## src/rtl/fft4_frame_loader_if.sv

```systemverilog
// Stream-in / frame-out bundle between the sample source, the loader and the FFT core.
// master: the environment (sample producer plus FFT core). slave: the loader itself.
interface fft4_frame_loader_if #(
  parameter int unsigned WIDTH = 16
);
  // Sample stream
  logic             in_valid;
  logic             in_ready;
  logic [WIDTH-1:0] in_real;
  logic [WIDTH-1:0] in_imag;
  logic             in_last;

  // Parallel frame towards the FFT core, index = arrival order
  logic [WIDTH-1:0] x_real_0;
  logic [WIDTH-1:0] x_real_1;
  logic [WIDTH-1:0] x_real_2;
  logic [WIDTH-1:0] x_real_3;
  logic [WIDTH-1:0] x_imag_0;
  logic [WIDTH-1:0] x_imag_1;
  logic [WIDTH-1:0] x_imag_2;
  logic [WIDTH-1:0] x_imag_3;

  // Core handshake and status
  logic             fft_start;
  logic             fft_done;
  logic             frame_err;
  logic             timeout;
  logic             busy;

  modport master (
    output in_valid, in_real, in_imag, in_last, fft_done,
    input  in_ready,
    input  x_real_0, x_real_1, x_real_2, x_real_3,
    input  x_imag_0, x_imag_1, x_imag_2, x_imag_3,
    input  fft_start, frame_err, timeout, busy
  );

  modport slave (
    input  in_valid, in_real, in_imag, in_last, fft_done,
    output in_ready,
    output x_real_0, x_real_1, x_real_2, x_real_3,
    output x_imag_0, x_imag_1, x_imag_2, x_imag_3,
    output fft_start, frame_err, timeout, busy
  );
endinterface

```

## src/rtl/fft4_frame_loader.sv

```systemverilog
// Frame loader for the 4-point FFT core: collects four serial complex samples into a
// fill buffer, hands complete frames over as stable parallel words with a start pulse,
// and waits (bounded by a watchdog) for the core to report done.
module fft4_frame_loader #(
  parameter int unsigned WIDTH        = 16,
  parameter int unsigned DONE_TIMEOUT = 15  // must be >= 4
) (
  input  logic              clk,
  input  logic              rst_n,
  fft4_frame_loader_if.slave bus
);

  // Watchdog only ever holds 0..DONE_TIMEOUT-1.
  localparam int unsigned WdW = (DONE_TIMEOUT > 2) ? $clog2(DONE_TIMEOUT) : 1;
  localparam logic [WdW-1:0] WdLast = WdW'(DONE_TIMEOUT - 1);

  typedef enum logic [0:0] {
    StIdle,
    StBusy
  } ostate_e;

  typedef logic [3:0][WIDTH-1:0] frame_word_t;

  // Fill side
  logic [1:0]  cnt_q, cnt_d;
  logic        full_q, full_d;
  frame_word_t fill_re_q, fill_re_d;
  frame_word_t fill_im_q, fill_im_d;
  logic        frame_err_q, frame_err_d;

  // Output side
  ostate_e     state_q, state_d;
  frame_word_t x_re_q, x_re_d;
  frame_word_t x_im_q, x_im_d;
  logic        fft_start_q, fft_start_d;
  logic        timeout_q, timeout_d;
  logic        busy_q, busy_d;
  logic [WdW-1:0] wd_q, wd_d;

  logic accept;

  // Fill buffer accept / alignment check, then the output FSM next state.
  always_comb begin
    cnt_d       = cnt_q;
    full_d      = full_q;
    fill_re_d   = fill_re_q;
    fill_im_d   = fill_im_q;
    frame_err_d = 1'b0;
    state_d     = state_q;
    x_re_d      = x_re_q;
    x_im_d      = x_im_q;
    fft_start_d = 1'b0;
    timeout_d   = 1'b0;
    busy_d      = busy_q;
    wd_d        = wd_q;

    accept = bus.in_valid && !full_q;

    if (accept) begin
      if (cnt_q == 2'd3) begin
        cnt_d = 2'd0;
        if (bus.in_last) begin
          fill_re_d[3] = bus.in_real;
          fill_im_d[3] = bus.in_imag;
          full_d       = 1'b1;
        end else begin
          // Four samples without a frame marker: the whole frame is suspect.
          frame_err_d = 1'b1;
        end
      end else if (bus.in_last) begin
        // Early marker: drop the partial frame together with this sample.
        cnt_d       = 2'd0;
        frame_err_d = 1'b1;
      end else begin
        fill_re_d[cnt_q] = bus.in_real;
        fill_im_d[cnt_q] = bus.in_imag;
        cnt_d            = cnt_q + 2'd1;
      end
    end

    // accept needs !full and the transfer needs full, so full_d never sees both.
    unique case (state_q)
      StIdle: begin
        if (full_q) begin
          x_re_d      = fill_re_q;
          x_im_d      = fill_im_q;
          full_d      = 1'b0;
          fft_start_d = 1'b1;
          busy_d      = 1'b1;
          wd_d        = '0;
          state_d     = StBusy;
        end
      end
      StBusy: begin
        wd_d = wd_q + WdW'(1);
        if (bus.fft_done) begin
          busy_d  = 1'b0;
          wd_d    = '0;
          state_d = StIdle;
        end else if (wd_q == WdLast) begin
          // Core is stalled; abandon the frame so the next one can go.
          timeout_d = 1'b1;
          busy_d    = 1'b0;
          wd_d      = '0;
          state_d   = StIdle;
        end
      end
      default: state_d = StIdle;
    endcase
  end

  // State registers with synchronous active-low reset.
  always_ff @(posedge clk) begin
    if (!rst_n) begin
      cnt_q       <= 2'd0;
      full_q      <= 1'b0;
      fill_re_q   <= '0;
      fill_im_q   <= '0;
      frame_err_q <= 1'b0;
      state_q     <= StIdle;
      x_re_q      <= '0;
      x_im_q      <= '0;
      fft_start_q <= 1'b0;
      timeout_q   <= 1'b0;
      busy_q      <= 1'b0;
      wd_q        <= '0;
    end else begin
      cnt_q       <= cnt_d;
      full_q      <= full_d;
      fill_re_q   <= fill_re_d;
      fill_im_q   <= fill_im_d;
      frame_err_q <= frame_err_d;
      state_q     <= state_d;
      x_re_q      <= x_re_d;
      x_im_q      <= x_im_d;
      fft_start_q <= fft_start_d;
      timeout_q   <= timeout_d;
      busy_q      <= busy_d;
      wd_q        <= wd_d;
    end
  end

  assign bus.in_ready  = !full_q;
  assign bus.x_real_0  = x_re_q[0];
  assign bus.x_real_1  = x_re_q[1];
  assign bus.x_real_2  = x_re_q[2];
  assign bus.x_real_3  = x_re_q[3];
  assign bus.x_imag_0  = x_im_q[0];
  assign bus.x_imag_1  = x_im_q[1];
  assign bus.x_imag_2  = x_im_q[2];
  assign bus.x_imag_3  = x_im_q[3];
  assign bus.fft_start = fft_start_q;
  assign bus.frame_err = frame_err_q;
  assign bus.timeout   = timeout_q;
  assign bus.busy      = busy_q;

endmodule

```

## src/flat_wrapper.sv

```systemverilog
// flat-port wrapper written by rule: the top's interface ports become plain ports
module fft4_frame_loader_flat 
#(
  parameter int unsigned WIDTH        = 16,
  parameter int unsigned DONE_TIMEOUT = 15                 
)
  (clk, rst_n, bus_in_valid, bus_in_real, bus_in_imag, bus_in_last, bus_fft_done, bus_in_ready, bus_x_real_0, bus_x_real_1, bus_x_real_2, bus_x_real_3, bus_x_imag_0, bus_x_imag_1, bus_x_imag_2, bus_x_imag_3, bus_fft_start, bus_frame_err, bus_timeout, bus_busy);
  fft4_frame_loader_if #(.WIDTH(WIDTH)) bus_i ();
  input  logic clk;
  input  logic rst_n;
  input wire logic [$bits(bus_i.in_valid)-1:0] bus_in_valid;
  input wire logic [$bits(bus_i.in_real)-1:0] bus_in_real;
  input wire logic [$bits(bus_i.in_imag)-1:0] bus_in_imag;
  input wire logic [$bits(bus_i.in_last)-1:0] bus_in_last;
  input wire logic [$bits(bus_i.fft_done)-1:0] bus_fft_done;
  output wire logic [$bits(bus_i.in_ready)-1:0] bus_in_ready;
  output wire logic [$bits(bus_i.x_real_0)-1:0] bus_x_real_0;
  output wire logic [$bits(bus_i.x_real_1)-1:0] bus_x_real_1;
  output wire logic [$bits(bus_i.x_real_2)-1:0] bus_x_real_2;
  output wire logic [$bits(bus_i.x_real_3)-1:0] bus_x_real_3;
  output wire logic [$bits(bus_i.x_imag_0)-1:0] bus_x_imag_0;
  output wire logic [$bits(bus_i.x_imag_1)-1:0] bus_x_imag_1;
  output wire logic [$bits(bus_i.x_imag_2)-1:0] bus_x_imag_2;
  output wire logic [$bits(bus_i.x_imag_3)-1:0] bus_x_imag_3;
  output wire logic [$bits(bus_i.fft_start)-1:0] bus_fft_start;
  output wire logic [$bits(bus_i.frame_err)-1:0] bus_frame_err;
  output wire logic [$bits(bus_i.timeout)-1:0] bus_timeout;
  output wire logic [$bits(bus_i.busy)-1:0] bus_busy;
  assign bus_i.in_valid = bus_in_valid;
  assign bus_i.in_real = bus_in_real;
  assign bus_i.in_imag = bus_in_imag;
  assign bus_i.in_last = bus_in_last;
  assign bus_i.fft_done = bus_fft_done;
  assign bus_in_ready = bus_i.in_ready;
  assign bus_x_real_0 = bus_i.x_real_0;
  assign bus_x_real_1 = bus_i.x_real_1;
  assign bus_x_real_2 = bus_i.x_real_2;
  assign bus_x_real_3 = bus_i.x_real_3;
  assign bus_x_imag_0 = bus_i.x_imag_0;
  assign bus_x_imag_1 = bus_i.x_imag_1;
  assign bus_x_imag_2 = bus_i.x_imag_2;
  assign bus_x_imag_3 = bus_i.x_imag_3;
  assign bus_fft_start = bus_i.fft_start;
  assign bus_frame_err = bus_i.frame_err;
  assign bus_timeout = bus_i.timeout;
  assign bus_busy = bus_i.busy;
  fft4_frame_loader #(.WIDTH(WIDTH), .DONE_TIMEOUT(DONE_TIMEOUT)) u_core (.clk(clk), .rst_n(rst_n), .bus(bus_i));
endmodule
```

## config.mk

```make
export PLATFORM = sky130hd
export DESIGN_NAME = fft4_frame_loader_flat
export DESIGN_NICKNAME = d
export VERILOG_FILES = /design/src/rtl/fft4_frame_loader_if.sv /design/src/rtl/fft4_frame_loader.sv /design/src/flat_wrapper.sv
export SDC_FILE = /design/constraint.sdc
export NUM_CORES = 1
export LEC_CHECK = 0
export ABC_AREA = 1
export CAP_MARGIN = 10
export CORE_AREA = 2 2 201 203
export DETAILED_ROUTE_END_ITERATION = 12
export DIE_AREA = 0 0 203 205
export PLACE_DENSITY = 0.46
export SLEW_MARGIN = 25
export SYNTH_ARGS = -nofsm -noshare
export SYNTH_HDL_FRONTEND = slang
export SYNTH_SLANG_ARGS = --single-unit
```

## constraint.sdc

```tcl
create_clock -name clk -period 5.7 [get_ports clk]
set_input_delay 1.14 -clock clk [delete_from_list [all_inputs] [get_ports clk]]
set_output_delay 1.14 -clock clk [all_outputs]
set_load 0.02 [all_outputs]
```

==> results of run 1 <==
cell usage in the layout (no fill, tap or decap), types with 3 or more instances in the layout:
cell / n
bufinv_16: 3
inv_1: 60
buf_4: 12
clkbuf_16: 31
ha_1: 8
nand4_1: 49
o21ai_0: 94
dfxtp_1: 268
nand3_1: 4
clkdlybuf4s50_1: 168
clkbuf_1: 3
nor2_1: 261
clkbuf_8: 12
clkinv_2: 7
nand2_1: 157
o21ai_1: 36
nor3_1: 32
a21oi_1: 168
area by class of cell:
cell class                 instances  area, um^2  area share [%]
timing repair buffer             181        1780            13.8
sequential                       268        5370            41.6
antenna                            1        2.50          0.0194
inverter                          63         238            1.84
multi-input combinational        820        3760            29.1
clock buffer                      46         952            7.39
tap                              525         657            5.10
clock inverter                    11         136            1.06
report_power, final:
group | internal [mW] | switching [mW]
sequential | 1.92 | 0.0205
combinational | 0.0812 | 0.172
clock | 1.28 | 0.801
total | 3.28 | 0.993
final timing paths:
kind,start,end,cells after the start
worst max-delay path,bus_in_last,u_core.fill_re_q[15],9
worst min-delay path,u_core.fill_re_q[18],u_core.bus.x_real_1[2],2
worst min register to register,u_core.fill_re_q[18],u_core.bus.x_real_1[2],2
worst max register to register,u_core.cnt_q[1],u_core.fill_re_q[63],9
flip-flops by register name, summed over array words and instances (netlist names):
| register | flops |
|---|---|
| u_core.bus.x_imag_3 | 16 |
| u_core.bus.frame_err | 1 |
| u_core.bus.fft_start | 1 |
| u_core.bus.x_imag_0 | 16 |
| u_core.fill_re_q | 64 |
| u_core.fill_im_q | 64 |
| u_core.bus.x_real_0 | 16 |
| u_core.cnt_q | 2 |
| u_core.state_q | 1 |
| u_core.wd_q | 4 |
| u_core.full_q | 1 |
| u_core.bus.busy | 1 |
| u_core.bus.timeout | 1 |
| u_core.bus.x_real_3 | 16 |
| u_core.bus.x_imag_1 | 16 |
| u_core.bus.x_real_1 | 16 |
| u_core.bus.x_imag_2 | 16 |
| u_core.bus.x_real_2 | 16 |
per-layer routing:
metal	share of wire, %	vias to the layer above	GRT usage (%)
met5	0	-	0
met2	45	199	23.1
met1	48	3980	20.4
met3	5.6	35	3.13
met4	1.5	0	3.13
li1	-	4341	-
cell families (layout without fill, tap and decap cells):
| family | Yosys count | after routing | share of synthesized area, % |
|---|---|---|---|
| simple gates | 511 | 511 | 21.5 |
| compound gates | 300 | 300 | 15.4 |
| flops | 268 | 268 | 54.8 |
| buf+inv | 165 | 301 | 7.26 |
| fa+ha+maj | 8 | 8 | 1.02 |
| xor+xnor | 1 | 1 | 0.0895 |
| other cells | 0 | 1 | 0 |
synthesized netlist by cell type:
| master | instances | area, um^2 |
|---|---|---|
| nor2_1 | 262 | 983 |
| nand2_1 | 158 | 593 |
| o211ai_1 | 1 | 7.51 |
| nor2_4 | 1 | 11.3 |
| nand3_1 | 7 | 35.0 |
| buf_4 | 13 | 97.6 |
| inv_2 | 3 | 11.3 |
| nor2_2 | 1 | 6.26 |
| a21oi_1 | 168 | 841 |
| clkbuf_1 | 53 | 199 |
| o21ai_1 | 36 | 180 |
| xor2_1 | 1 | 8.76 |
| nand4_1 | 49 | 307 |
| a211oi_1 | 1 | 7.51 |
| buf_1 | 2 | 7.51 |
| dfxtp_1 | 268 | 5370 |
| nor4_1 | 1 | 6.26 |
| ha_1 | 8 | 100 |
| inv_1 | 60 | 225 |
| buf_2 | 34 | 170 |
| nor3_1 | 32 | 160 |
| o21ai_0 | 94 | 470 |
through the flow:
step | total power, mW | area, um^2 | std cells | util (%) | hold slack (ns)
after CTS | 4.34 | 12900 | 1914 | 32.7 | 0.447
after global placement | 2.23 | 11800 | 1857 | 29.9 | 0.438
after detailed placement | 2.23 | 11800 | 1857 | 29.9 | 0.441
final | 4.27 | 12900 | 1915 | 32.7 | 0.440
after global routing | 4.45 | 12900 | 1914 | 32.7 | 0.458
after floorplan | 2.13 | 9790 | 1253 | - | 0.430
critical path, delay by kind of cell:
kind	cells	cell delay, ns
fa+ha+maj	1	0.59
buf+inv	4	1.31
simple gates	4	0.39
==> summary.txt, run 1 <==
Yosys
  • Synth cell types: 22
  • #FFs+latches synth: 268
  • Synthesized area: 9790 um^2
  • Cell count after synthesis: 1253
  • Syn_area_per_cell: 7.82 um^2
  • Sequential fraction of the synthesis area: 54.8%
  • Warnings, synthesis: 0
  • Synth Net Count: 1298

GRT
  • Vias in the first global route: 8035
  • Grt ovf: 0
  • GR Util All Layers: 14.6%
  • Initial antenna violation count: 0
  • First-pass GRT wire length: 47.7 mm
  • Maximum number of pins on one net before global-route repair: 119

Setup path
  • Max FO, Critical Path: 48
  • WP data arrival: 3.46 ns
  • Nature of the critical path endpoint: flop
  • Critical path type: in -> reg
  • CP max stage delay: 0.59 ns
  • R2r setup slk: 2.90 ns
  • Slowest cell on crit path: ha_1
  • Cell chain of the critical path: clkdlybuf4s50_1 > inv_1 > ha_1 > buf_4 > nand3_2 > buf_4 > nand2_1 > nand2_1 > nor2_1
  • Critical Path RT: 6.19 ns
  • CP startpoint kind: input pin

Clocking
  • CTS Sinks: 268
  • Clk_lat worst skew: 0.56 ns
  • Root buffer cell: clkbuf_16
  • CTS tree: yes
  • H-tree Lvls: 1
  • Clock Pin Slew Worst Setup and Hold Paths: 0.06 ns
  • CTS Buf Count: 31
  • Post-CTS setup buffers: 0
  • CTS Hold Buffers Added: 0
  • Post-cts sizing count: 0
  • Max Root-Sink Buffers: 3

Timing
  • Setup TNS: 0 ns
  • Final hold vios: 0
  • Min setup slack post-route: 2.72 ns
  • Final period utilization: 52.2%
  • Actual slew at the worst max-slew pin: 0.902 ns
  • Final setup fails: 0
  • Worst rel slew slack: 39.9%
  • Fin crit period: 2.98 ns
  • Worst Skew: 0.0175 ns
  • Max Freq: 336 MHz
  • RSZ-0062 raised after global routing: no
  • Max Slew Vio Count: 0

Routing
  • 1st-iter DRT viols: 518
  • Wire per inst: 16.3 um
  • Routed Antenna Nets: 0
  • Drt via density: 4.47
  • Detailed-route DRC error count: 0
  • Vias: 8555
  • 1st-pass router iterations: 5
  • Routed wire length: 31.3 mm

Power
  • Peak supply drop: 0.000206 V
  • Cell Pwr Density: 332 nW/um^2
  • Leakage power: 5.34 nW

Min path
  • Min-Delay Path Class: reg -> reg

Run
  • Max Cap Viol: 0

Finish
  • NumNets Final: 1410
  • Layout area overhead: 31.6%
  • Fill cell count: 4177
  • Layout cells sized above 1: 5.54%

Floorplan
  • Initial cell density of the core: 24.9%
  • Die Y: 205 um
  • Core area: 39400 um^2
  • Die area: 41600 um^2
  • IO Pins: 170
  • Num rows: 73
  • Die width: 203 um

Place
  • Worst Setup Slack post-DPL: 1.83 ns
  • Port Buffers: 169
  • DPL Wire Length: 19.9 mm
  • GPL Wtd Cong: 0.751

Run status
  • Outcome: complete, no violations
No activity file was read; power rests on OpenSTA's default activity.
==> inputs of run 2 (changes only) <==
==> constraint.sdc (replaced) <==
create_clock -name clk -period 2.9 [get_ports clk]
set_input_delay 0.58 -clock clk [delete_from_list [all_inputs] [get_ports clk]]
set_output_delay 0.58 -clock clk [all_outputs]
set_load 0.02 [all_outputs]
==> summary.txt, run 2 (synthesis results as in run 1) <==
Finish
  • Most frequent cells in the layout: dfxtp_1 (268), nor2_1 (261), a21oi_1 (168), clkdlybuf4s50_1 (168), nand2_1 (158)
  • Fin util: 33.1%
  • Layout area overhead: 33.0%
  • Fill cell count: 4180
  • Layout cells sized above 1: 6.08%
  • Ant. Diodes: 0
  • NumNets Final: 1420
  • Largest regs: u_core.fill_im_q x64, u_core.fill_re_q x64
  • Most common cell after layout, fill and taps aside: dfxtp_1

Floorplan
  • Core area: 39400 um^2
  • Initial cell density of the core: 24.9%
  • Die width: 203 um
  • Die Y: 205 um
  • Die area: 41600 um^2
  • IO Pins: 170
  • Num rows: 73

Clocking
  • CTS Sinks: 268
  • Root buffer cell: clkbuf_16
  • CTS Hold Buffers Added: 0
  • Post-cts sizing count: 0
  • CTS tree: yes
  • Post-CTS setup buffers: 0
  • CTS Buf Count: 31
  • Max Root-Sink Buffers: 3
  • H-tree Lvls: 1
  • Clk_lat worst skew: 0.56 ns
  • Clock Pin Slew Worst Setup and Hold Paths: 0.06 ns

Setup path
  • R2R Path Start: u_core.cnt_q[1]
  • CP startpoint kind: flop
  • Critical Path RT: 2.32 ns
  • Crit. Startpoint: u_core.full_q
  • Max FO, Critical Path: 4
  • Nature of the critical path endpoint: primary output
  • WP data arrival: 1.70 ns
  • Critical path type: reg -> out

Timing
  • Max Slew Vio Count: 0
  • Final period utilization: 78.8%
  • Min setup slack post-route: 0.615 ns
  • Worst rel slew slack: 50.1%
  • Max Freq: 438 MHz
  • Worst Skew: 0.0101 ns
  • Final hold vios: 0
  • RSZ-0062 raised after global routing: no
  • Final setup fails: 0
  • Setup TNS: 0 ns
  • Actual slew at the worst max-slew pin: 0.748 ns
  • WHS: 0.448 ns
  • Fin crit period: 2.28 ns

Place
  • Worst Setup Slack post-DPL: 0.581 ns
  • GPL Wtd Cong: 0.732
  • Port Buffers: 169
  • DPL Wire Length: 19.9 mm

Routing
  • Drt via density: 4.42
  • 1st-iter DRT viols: 467
  • Vias: 8496
  • Routed wire length: 31.1 mm
  • 1st-pass router iterations: 6
  • Routed Antenna Nets: 0
  • Wire per inst: 16.2 um
  • Detailed-route DRC error count: 0

GRT
  • Maximum number of pins on one net before global-route repair: 178
  • Initial antenna violation count: 1
  • GR Util All Layers: 14.6%
  • Grt ovf: 0
  • First-pass GRT wire length: 48.0 mm
  • Vias in the first global route: 8106

Run status
  • Outcome: complete, no violations

Power
  • P_int: 6.50 mW
  • Logic gate share of total power: 6.1%
  • P_sw: 1.97 mW
  • Sequential power share: 45.0%
  • Clk pwr share: 48.9%
  • Leakage power: 5.41 nW
  • Switching part of the total: 23.3%
  • Peak supply drop: 0.000399 V
  • Cell Pwr Density: 650 nW/um^2

Run
  • Max Cap Viol: 0

Min path
  • Hold Path Origin: u_core.fill_re_q[19]
  • Min-Delay Path Class: reg -> reg
[run 2: changes by cell type in the layout (fill, tap and decap cells not counted), sizes merged]
cell,delta
buf,+10
bufinv,+2
clkbuf,-5
clkinv,+1
clkinvlp,+1
diode,-1
inv,+1
[run 2: worst paths after layout]
| check | end | slack [ns] | cells past startpoint |
|---|---|---|---|
| worst min register to register | u_core.bus.x_real_1[3] | 0.45 | 2 |
| worst min-delay path | u_core.bus.x_real_1[3] | 0.45 | 2 |
| worst max-delay path | bus_in_ready | 0.62 | 2 |
| worst max register to register | u_core.fill_re_q[57] | 1.08 | 7 |
[run 2: power by group through the flow]
stage               clock (mW)  sequential, mW  combinational [mW]
floorplan                    0            3.89               0.288
global placement             0            3.89               0.515
detailed placement           0            3.89               0.519
CTS                       4.28            3.81               0.521
global route              4.43            3.82               0.569
finish                    4.14            3.81               0.514
[run 2: per-stage QoR]
| step | cell area [um^2] | instances | power [mW] |
|---|---|---|---|
| floorplan | 9790 | 1253 | 4.18 |
| global placement | 11900 | 1867 | 4.41 |
| detailed placement | 11900 | 1867 | 4.41 |
| CTS | 13000 | 1924 | 8.61 |
| global route | 13000 | 1924 | 8.81 |
| finish | 13000 | 1924 | 8.46 |
[run 2: cell type report]
type / instances / area [um^2] / share of cell area (%)
clock buffer: 41 / 873 / 6.71
clock inverter: 16 / 221 / 1.70
inverter: 63 / 236 / 1.82
multi-input combinational: 820 / 3740 / 28.7
sequential: 268 / 5370 / 41.2
tap: 525 / 657 / 5.04
timing repair buffer: 191 / 1930 / 14.8
[run 2: worst max-delay path, stage by stage (launching register included)]
cell and delay [ns]:
dfxtp_1 0.36, inv_2 0.11, clkdlybuf4s50_1 0.68
[run 2: metal layers]
layer	part of all wire, %	global-route usage (%)	wire length, um
met3	4.8	2.96	1500
met4	2.1	3.26	660
met1	48	19.9	14800
met5	0.032	0	10
met2	45	23.8	14100
